==> src/rtl/aes_pkg.sv <==
// Shared AES definitions: phase encoding, block size and default sequencing
// parameters used by the byte sequencer and the encrypt datapath.
package aes_pkg;

   localparam int BLOCK_BYTES    = 16;
   localparam int DEF_NUM_ROUNDS = 10;
   localparam int DEF_SR_LAT     = 13;
   localparam int DEF_MC_LAT     = 4;
   localparam int CNT_W          = 6;
   localparam int ROUND_W        = 4;

   typedef enum logic [2:0] {
      PH_IDLE       = 3'd0,
      PH_LOAD_XOR   = 3'd1,
      PH_SUBBYTE    = 3'd2,
      PH_SHIFTROWS  = 3'd3,
      PH_MIXCOLUMNS = 3'd4,
      PH_XOR_RK     = 3'd5,
      PH_DONE       = 3'd6
   } phase_e;

endpackage

==> src/rtl/aes_phase_counter.sv <==
// Cycle counter for one sequencer phase: clears to zero, holds while frozen,
// wraps by itself and flags the last cycle of a phase of length len.
module aes_phase_counter
   import aes_pkg::*;
(
   input  logic             clock,
   input  logic             rst_n,
   input  logic             clear,
   input  logic             hold,
   input  logic [CNT_W-1:0] len,
   output logic [CNT_W-1:0] cnt,
   output logic             last
);

   assign last = (cnt == len - 1'b1);

   // NOTE: non-blocking assignments for all sequential state, so every flop
   // samples values from before the edge regardless of block ordering.
   always_ff @(posedge clock or negedge rst_n) begin
      if (!rst_n) begin
         cnt <= '0;
      end else if (hold) begin
         cnt <= cnt;
      end else if (clear || last) begin
         cnt <= '0;
      end else begin
         cnt <= cnt + 1'b1;
      end
   end

endmodule

==> src/rtl/aes_byte_sequencer.sv <==
// Byte-serial AES encrypt control: walks LOAD_XOR and the per-round phases,
// and decodes datapath strobes from the registered phase, cycle and round.
module aes_byte_sequencer
   import aes_pkg::*;
#(
   parameter int NUM_ROUNDS = DEF_NUM_ROUNDS,
   parameter int SR_LAT     = DEF_SR_LAT,
   parameter int MC_LAT     = DEF_MC_LAT
) (
   input  logic               clock,
   input  logic               rst_n,
   input  logic               start,
   input  logic               stall,
   output logic [2:0]         phase,
   output logic [CNT_W-1:0]   cnt,
   output logic [ROUND_W-1:0] round,
   output logic               shift_en,
   output logic               key_rd,
   output logic               wr_sel,
   output logic               mc_en,
   output logic               busy,
   output logic               done
);

   localparam logic [CNT_W-1:0]   BLK_LEN    = CNT_W'(BLOCK_BYTES);
   localparam logic [CNT_W-1:0]   SR_LEN     = CNT_W'(BLOCK_BYTES + SR_LAT);
   localparam logic [CNT_W-1:0]   MC_LEN     = CNT_W'(BLOCK_BYTES + MC_LAT);
   localparam logic [CNT_W-1:0]   SR_WR      = CNT_W'(SR_LAT);
   localparam logic [CNT_W-1:0]   MC_WR      = CNT_W'(MC_LAT);
   localparam logic [ROUND_W-1:0] LAST_ROUND = ROUND_W'(NUM_ROUNDS);

   phase_e           state;
   logic [CNT_W-1:0] len;
   logic             last;
   logic             advance;

   // NOTE: every variable written in always_comb gets a default first, so
   // no latch is inferred for unlisted phases.
   always_comb begin
      len = BLK_LEN;
      case (state)
         PH_SHIFTROWS:     len = SR_LEN;
         PH_MIXCOLUMNS:    len = MC_LEN;
         PH_IDLE, PH_DONE: len = CNT_W'(1);
         default:          len = BLK_LEN;
      endcase
   end

   assign advance = last && !stall;

   aes_phase_counter u_counter (
      .clock (clock),
      .rst_n (rst_n),
      .clear ((state == PH_IDLE) || (state == PH_DONE)),
      .hold  (stall && (state != PH_IDLE)),
      .len   (len),
      .cnt   (cnt),
      .last  (last)
   );

   // Start is only looked at in IDLE; everything else waits for the phase end.
   always_ff @(posedge clock or negedge rst_n) begin
      if (!rst_n) begin
         state <= PH_IDLE;
         round <= '0;
      end else if (state == PH_IDLE) begin
         if (start) begin
            state <= PH_LOAD_XOR;
            round <= '0;
         end
      end else if (advance) begin
         case (state)
            PH_LOAD_XOR: begin
               state <= PH_SUBBYTE;
               round <= round + 1'b1;
            end
            PH_SUBBYTE:    state <= PH_SHIFTROWS;
            PH_SHIFTROWS:  state <= (round == LAST_ROUND) ? PH_XOR_RK : PH_MIXCOLUMNS;
            PH_MIXCOLUMNS: state <= PH_XOR_RK;
            PH_XOR_RK: begin
               if (round == LAST_ROUND) begin
                  state <= PH_DONE;
               end else begin
                  state <= PH_SUBBYTE;
                  round <= round + 1'b1;
               end
            end
            default:       state <= PH_IDLE;
         endcase
      end
   end

   assign phase    = state;
   assign busy     = (state != PH_IDLE);
   assign done     = (state == PH_DONE) && !stall;
   assign shift_en = busy && (state != PH_DONE) && !stall;
   assign key_rd   = ((state == PH_LOAD_XOR) || (state == PH_XOR_RK)) && !stall;

   // The first cycles of SHIFTROWS/MIXCOLUMNS only fill their pipelines.
   assign wr_sel = (state == PH_LOAD_XOR) || (state == PH_SUBBYTE) || (state == PH_XOR_RK)
                || ((state == PH_SHIFTROWS)  && (cnt >= SR_WR))
                || ((state == PH_MIXCOLUMNS) && (cnt >= MC_WR));

   // Accumulation restarts at each column boundary of the 16-byte state.
   assign mc_en = (state == PH_MIXCOLUMNS) && ((cnt >= BLK_LEN) || (cnt[1:0] != 2'b00));

endmodule

==> config.mk <==
export PLATFORM = sky130hd
export DESIGN_NAME = aes_byte_sequencer
export DESIGN_NICKNAME = d
export VERILOG_FILES = /design/src/rtl/aes_pkg.sv /design/src/rtl/aes_phase_counter.sv /design/src/rtl/aes_byte_sequencer.sv
export SDC_FILE = /design/constraint.sdc
export NUM_CORES = 1
export LEC_CHECK = 0
export CAP_MARGIN = 25
export CORE_UTILIZATION = 54
export CTS_CLUSTER_SIZE = 25
export DETAILED_ROUTE_END_ITERATION = 6
export GPL_TIMING_DRIVEN = 0
export PLACE_DENSITY = 0.84
export SLEW_MARGIN = 0
export SYNTH_ARGS = -nofsm -noshare
export SYNTH_HDL_FRONTEND = slang
export SYNTH_HIERARCHICAL = 1
export SYNTH_SLANG_ARGS = --single-unit
==> constraint.sdc <==
create_clock -name clock -period 7.2 [get_ports clock]
set_clock_uncertainty 0.05 [all_clocks]
set_input_delay 1.44 -clock clock [delete_from_list [all_inputs] [get_ports clock]]
set_output_delay 1.44 -clock clock [all_outputs]
set_load 0.02 [all_outputs]
Yosys cells after proc, flatten, opt, wreduce, memory -nomap -nowiden. Cells that the tools add are included.

Order comparisons: 3. Add/subtract/negate cells: 3. Reductions and logical operators: 26. Eq/ne operators: 11. Muxes and demuxes: 13.

Operator list (number): $mux W4 (4); $pmux W3 S5 (1); $pmux W5 S3 (1); $mux W3 (4); $eq A3 B3 Y1 const B (3); $logic_and A1 B1 Y1 (9); $logic_or A1 B1 Y1 (8); $pmux W4 S2 (1); $add A6 B1 Y6 const B (1); $eq A3 B2 Y1 const B (2); $eq A6 B6 Y1 (1); $ge A6 B3 Y1 const B (1); $ge A6 B4 Y1 const B (1); $ge A6 B5 Y1 const B (1); $mux W6 (1); $ne A3 B3 Y1 const B (2); $reduce_bool A3 Y1 (2); $sub A5 B1 Y6 const B (1); $add A4 B1 Y4 const B (1); $eq A4 B4 Y1 const B (1); $reduce_and A4 Y1 (1); $reduce_bool A2 Y1 (2); $eq A3 B1 Y1 const B (1); $logic_not A3 Y1 (1); 5 further kinds (5).

Bits in registers: 13. Logic and storage cells: 59. Input port bits: 4. Output and inout bits: 19.

Longest topological paths before layout. Gate-level depths: netlist (run 1).

Depth after elaboration: 8. Mapped depth: 16. Gate-level depth less buffers: 14.

Cells and area by module. Netlist (run 1), hierarchy kept.

By module, submodules not included: aes_byte_sequencer (cells each 69, instances 1, seq. area each 175.2 um2, area each 596.8 um2); aes_phase_counter (cells each 61, instances 1, seq. area each 150.1 um2, area each 504.2 um2).

Worst setup path after synthesis (run 1). No wires, ideal clock.

Kind: input -> output. Start: input port stall. End: output port done. Buffers on the path: 0. Setup slack: 3.568 ns. Cell stages on the path: 1. Required time: 5.710 ns. Data arrival time: 2.142 ns. Path through: nor4bb_1.

Longest elaborated chain between the ends: 2.

RTL lines: from (decl) (RTL line aes_byte_sequencer.sv:13) `input logic stall,`; $logic_not A1 Y1 (RTL line aes_byte_sequencer.sv:95) `assign done = (state == PH_DONE) && !stall;`; $logic_and A1 B1 Y1 (RTL line aes_byte_sequencer.sv:95); to (decl) (RTL line aes_byte_sequencer.sv:22) `output logic done`.

No other way between the ends.

Worst setup path after layout (run 1). Same ends and word-level chain as after synthesis.

==> impl_metrics.env, run 1 <==
export IMPL_synth_cell_types=45
export IMPL_grt_max_degree=14
export IMPL_synth_area_top_cells="dfrtp_1 30%, ha_1 4.5%, nand2_1 4.1%"
export IMPL_die_area_um2=2220
export IMPL_share_comb_of_total_power=0.659
export IMPL_synth_edf_count=0
export IMPL_async_flop_share=1.00
export IMPL_grt_use_total=0.263
export IMPL_max_slew_margin=0.598
export IMPL_pwr_share_seq=0.253
export IMPL_hold_class="reg2reg"
export IMPL_fin_crit_sh=0.610
export IMPL_synth_compound_area_frac=0.153
export IMPL_cts_buffers=3
export IMPL_dp_cells=180
export IMPL_p_int_uw=278
export IMPL_synth_top_family_by_area="simple AND/OR/NAND/NOR gates"
export IMPL_cp_start_kind="primary input"
export IMPL_maxSlewViolCount=0
export IMPL_power_density_nw_per_um2=380
export IMPL_synth_top_flop_cell="dfrtp_1"
export IMPL_arrival_ns=2.90
export IMPL_hold_viol=0
export IMPL_syn_avg_cell_area_um2=8.47
export IMPL_path_cells="clkdlybuf4s50_1 > nor4bb_1 > clkdlybuf4s50_1"
export IMPL_grt_setup_unrepaired="no"
export IMPL_vias=1054
export IMPL_drt_iter0_markers=30
export IMPL_grt_overflow=0
export IMPL_synthSimpleGateAreaFrac=0.311
export IMPL_max_freq_mhz=228
export IMPL_cts_setup_buffers=0
export IMPL_rows=15
export IMPL_clkTransAtPathRegs_ns=0.08
export IMPL_grt_pass1_vias=913
export IMPL_tns_ns=0
export IMPL_detail_route_first_pass_iterations=4
export IMPL_timing_hold_ws_ns=0.527
export IMPL_cp_max_fo=6
export IMPL_synth_xor_area_frac=0.0716
export IMPL_cts_resized=0
export IMPL_diodes=0
export IMPL_p_leak_nw=0.591
export IMPL_die_w_um=47.2
export IMPL_post_route_drc_count=0
export IMPL_cts_tree="built"
export IMPL_grt_antenna_before_repair=0
export IMPL_die_h_um=47.2
export IMPL_finalNetCount=168
export IMPL_drive_gt1_frac=0.101
export IMPL_synth_top_cell_by_area="dfrtp_1"
export IMPL_initial_utilization=0.605
export IMPL_switching_share=0.474
export IMPL_cts_sinks=13
export IMPL_irDropWorstVdd_uv=241
export IMPL_yosys_area_share_adder=0.0455
export IMPL_cp_num_buf_inv=2
export IMPL_synthTopCellsByCount="13 x dfrtp_1, 12 x nand2_1, 10 x inv_1"
export IMPL_drv_cap=0
export IMPL_worstMarginPinSlew_ns=0.602
export IMPL_place_gp_congestion=0.862
export IMPL_n_fill_cell=140
export IMPL_yosysMostFrequentCell="dfrtp_1"
export IMPL_htree_levels=1
export IMPL_drt_total_wl_mm=2.56
export IMPL_synth_seq_cells=13
export IMPL_via_per_inst=5.73
export IMPL_yosys_mux_area_fraction=0.0511
export IMPL_p_sw_uw=251
export IMPL_crit_slowest_cell="clkdlybuf4s50_1"
export IMPL_synth_seq_area_share=0.295
export IMPL_wire_per_inst_um=13.9
export IMPL_synth_cells=130
export IMPL_worstSkewPairLatency_ns=0.27
export IMPL_num_io_pins=23
export IMPL_max_stage_delay_ns=0.65
export IMPL_status="finished, final reports clean"
export IMPL_cts_root_buf="clkbuf_4"
export IMPL_yosys_warnings=6
export IMPL_path_class="in2out"
export IMPL_power_total_uw=528
export IMPL_period_minus_slack_ns=4.39
export IMPL_grt_pass1_wl_mm=4.07
export IMPL_cp_common_cell="clkdlybuf4s50_1"
export IMPL_synth_top_cell_area_share=0.295
export IMPL_dp_hpwl_mm=1.96
export IMPL_core_area_um2=1820
export IMPL_ant_nets=0
export IMPL_clkPwrFrac=0.088
export IMPL_netlist_area_um2=1100
export IMPL_crit_path_end_kind="output pin"
export IMPL_crit_family="buffers and inverters"
export IMPL_instances_no_fill=184
export IMPL_worstPathRequired_ns=5.71
export IMPL_io_buffers=22
export IMPL_final_setup_viol_count=0
export IMPL_hold_buffers=0
export IMPL_clk_path_buf_depth=2
export IMPL_syn_to_final_growth_pct=26.2
-- layout by cell type (no fill, tap or decap), drive strengths merged, types with 2 or more instances in the layout --
cell,netlist,layout
a21oi,3,3
a22o,4,4
and3,2,2
buf,5,5
clkbuf,1,5
clkdlybuf4s50,0,22
conb,1,4
dfrtp,13,13
ha,4,4
inv,10,10
mux2,2,2
mux2i,3,3
nand2,12,12
nand2b,4,4
nand3,5,5
nand3b,5,5
nor2,10,10
nor2b,4,4
nor3,7,7
nor4,2,2
nor4b,2,2
o21a,3,3
o21ai,5,5
or3,2,2
xnor2,5,5
xor2,4,4
-- sequential cells by signal, indices dropped and copies added, names as in the netlist --
| name | count |
|---|---|
| round | 4 |
| phase | 3 |
| u_counter/cnt | 6 |
-- routing by layer --
metal,global-route usage,vias up,routed length (um),share of wire
met5,0,-,0,0
met4,0.0629,0,19,0.0074
met3,0.0269,4,143,0.056
met2,0.444,32,1230,0.48
met1,0.362,503,1160,0.45
li1,-,515,-,-
-- path summary, 6_finish.rpt --
path | from | to | slack, ns | cells after the start
setup / recovery | stall | done | 2.81 | 3
hold / removal | round[3] | round[3] | 0.53 | 2
setup reg to reg | phase[1] | round[0] | 3.74 | 14
hold reg to reg | round[3] | round[3] | 0.53 | 2
max in group asynchronous | rst_n | u_counter/cnt[0] | 5.22 | 1
min in group asynchronous | rst_n | phase[1] | 1.49 | 1
-- power groups by stage --
stage / Clock, mW / Combinational, mW / Sequential [mW]
after global placement: 0 / 0.338 / 0.132
final: 0.0464 / 0.348 / 0.134
after CTS: 0.0475 / 0.351 / 0.133
after detailed placement: 0 / 0.349 / 0.134
after floorplan: 0 / 0.211 / 0.155
after global routing: 0.0496 / 0.383 / 0.138
-- kinds of logic (layout without fill, tap and decap cells) --
family,Yosys count,in the layout
adders and majority gates,4,4
buffers and inverters,16,42
muxes,5,5
other,1,4
xor gates and xnor gates,9,9
and+or+nand+nor,58,58
AOI/OAI and AO/OA,24,24
DFF,13,13
-- cell type report --
type	count	area [um2]	share of cell area
tap	25	31.3	0.0225
inverter	10	37.5	0.0270
buffer	6	37.5	0.0270
clock buffer	4	26.3	0.0189
multi-input combinational	104	712	0.512
sequential	13	325	0.234
timing repair buffer	22	220	0.158
-- worst reg2reg max path: cells and delay by family (launching register included) --
| kind | cells | cell delay (ns) |
|---|---|---|
| buf+inv | 4 | 0.64 |
| simple gates | 7 | 1.73 |
| xor+xnor | 1 | 0.07 |
| mux | 2 | 0.49 |
| flops | 1 | 0.38 |
-- metrics by stage --
step,utilization,cell area (um2),worst slack [ns]
after detailed placement,0.749,1360,2.81
after CTS,0.764,1390,2.81
final,0.764,1390,2.81
after global routing,0.764,1390,2.74
after global placement,0.749,1360,2.79
after floorplan,-,1110,3.57
Note: power is estimated with default switching activity, not from simulation.
==> run 2, diff against run 1 <==
- CORE_UTILIZATION: 54 -> 50
- PLACE_DENSITY: 0.84 -> 0.78
- clock period: 7.2 -> 4.2 ns (I/O delays scaled with it)
==> run 2 against run 1 <==
  * Cell area up 0.18%
  * Sequential share of layout area about the same
  * Wire length down 5.8%
  * Critical endpoint is now round[1]
==> impl_metrics.env, run 2 (synthesized netlist as in run 1, its figures left out) <==
export IMPL_cts_setup_buffers=0
export IMPL_max_freq_mhz=293
export IMPL_timing_hold_ws_ns=0.523
export IMPL_most_common_layout_cells="22 x clkdlybuf4s50_1, 13 x dfrtp_1, 12 x nand2_1, 10 x inv_1, 8 x nor2_1"
export IMPL_worstSkewPairLatency_ns=0.28
export IMPL_arrival_ns=3.53
export IMPL_num_io_pins=23
export IMPL_grt_pass1_wl_mm=4.35
export IMPL_final_setup_viol_count=0
export IMPL_grt_setup_unrepaired="no"
export IMPL_ant_nets=0
export IMPL_drt_total_wl_mm=2.41
export IMPL_grt_use_total=0.229
export IMPL_post_route_drc_count=0
export IMPL_worstMarginPinSlew_ns=0.609
export IMPL_grt_overflow=0
export IMPL_initial_utilization=0.545
export IMPL_via_per_inst=5.43
export IMPL_cts_buffers=3
export IMPL_die_w_um=48.9
export IMPL_final_common_cell="clkdlybuf4s50_1"
export IMPL_vias=1010
export IMPL_cts_resized=0
export IMPL_cts_sinks=13
export IMPL_place_gp_congestion=0.833
export IMPL_diodes=0
export IMPL_max_slew_margin=0.593
export IMPL_maxSlewViolCount=0
export IMPL_dp_hpwl_mm=1.79
export IMPL_p_leak_nw=0.591
export IMPL_core_area_um2=2020
export IMPL_clk_path_buf_depth=2
export IMPL_share_comb_of_total_power=0.659
export IMPL_clkPwrFrac=0.090
export IMPL_status="finished, final reports clean"
export IMPL_period_minus_slack_ns=3.41
export IMPL_cts_root_buf="clkbuf_4"
export IMPL_detail_route_first_pass_iterations=4
export IMPL_grt_antenna_before_repair=0
export IMPL_utilization=0.689
export IMPL_rows=16
export IMPL_grt_max_degree=14
export IMPL_hold_class="reg2reg"
export IMPL_die_area_um2=2390
export IMPL_io_buffers=22
export IMPL_n_fill_cell=162
export IMPL_hold_viol=0
export IMPL_cp_max_fo=10
export IMPL_wire_per_inst_um=13.0
export IMPL_clkTransAtPathRegs_ns=0.09
export IMPL_cts_tree="built"
export IMPL_drt_iter0_markers=20
export IMPL_instances_no_fill=186
export IMPL_crit_path_end_kind="flop"
export IMPL_syn_to_final_growth_pct=26.5
export IMPL_die_h_um=48.9
export IMPL_grt_pass1_vias=987
export IMPL_htree_levels=1
export IMPL_power_density_nw_per_um2=647
export IMPL_worstPathRequired_ns=4.32
export IMPL_hold_buffers=0
export IMPL_pwr_share_seq=0.251
export IMPL_switching_share=0.471
export IMPL_irDropWorstVdd_uv=362
export IMPL_regMostFlops="u_counter/cnt"
export IMPL_drv_cap=0
export IMPL_drive_gt1_frac=0.101
export IMPL_post_dp_cell_area_um2=1370
export IMPL_p_sw_uw=424
export IMPL_fin_crit_sh=0.812
export IMPL_path_class="reg2reg"
export IMPL_dp_cells=182
export IMPL_finalNetCount=168
export IMPL_tns_ns=0
export IMPL_design_area_um2=1390
export IMPL_cp_start_kind="flop"
export IMPL_largest_reg_flops=6
export IMPL_p_int_uw=476
[run 2: worst paths after layout]
path	depth (start not counted)	end	slack, ns	start
max in group asynchronous	1	u_counter/cnt[1]	2.82	rst_n
setup reg to reg	14	round[1]	0.79	phase[0]
hold reg to reg	2	round[3]	0.52	round[3]
min in group asynchronous	1	round[2]	0.88	rst_n
setup / recovery	14	round[1]	0.79	phase[0]
hold / removal	2	round[3]	0.52	round[3]
[run 2: worst max-delay path, cell delays in order, from the launching register on]
cell      delay [ns]
dfrtp_1         0.45
buf_4           0.21
inv_1           0.09
nand3b_1        0.16
nand2_1         0.17
or4_1           0.51
nor2_2          0.11
xnor2_1         0.07
or3_1           0.37
buf_2           0.17
inv_1           0.07
nor2b_1         0.19
mux2i_2         0.14
nor3_2          0.20
mux2_1          0.35
[run 2: stage by stage]
stage	total power [mW]	setup WS [ns]
2_1_floorplan	0.628	0.958
3_3_place_gp	0.807	0.851
3_5_place_dp	0.820	0.803
4_1_cts	0.904	0.780
5_1_grt	0.979	0.459
6_report	0.900	0.788
[run 2: layout make-up]
type                            count  area (um2)  share of cell area
Buffer                              6        37.5              0.0270
Clock buffer                        4        26.3              0.0189
Inverter                           10        37.5              0.0270
Multi-Input combinational cell    104         712               0.511
Sequential cell                    13         325               0.234
Tap cell                           27        33.8              0.0243
Timing Repair Buffer               22         220               0.158
[run 2: routing by layer]
layer | wire length [um] | share of wire | track usage | vias up
met4 | 10 | 0.0041 | 0.0343 | 0
met1 | 1130 | 0.47 | 0.288 | 470
met2 | 1160 | 0.48 | 0.412 | 27
met5 | 0 | 0 | 0 | -
met3 | 110 | 0.046 | 0.0405 | 2
li1 | - | - | - | 511
[run 2: power groups by stage]
stage / logic [mW] / clock network [mW] / registers (mW)
after global routing: 0.654 / 0.0884 / 0.237
after CTS: 0.594 / 0.0839 / 0.226
after detailed placement: 0.591 / 0 / 0.229
after global placement: 0.582 / 0 / 0.226
after floorplan: 0.362 / 0 / 0.266
final: 0.593 / 0.0813 / 0.226
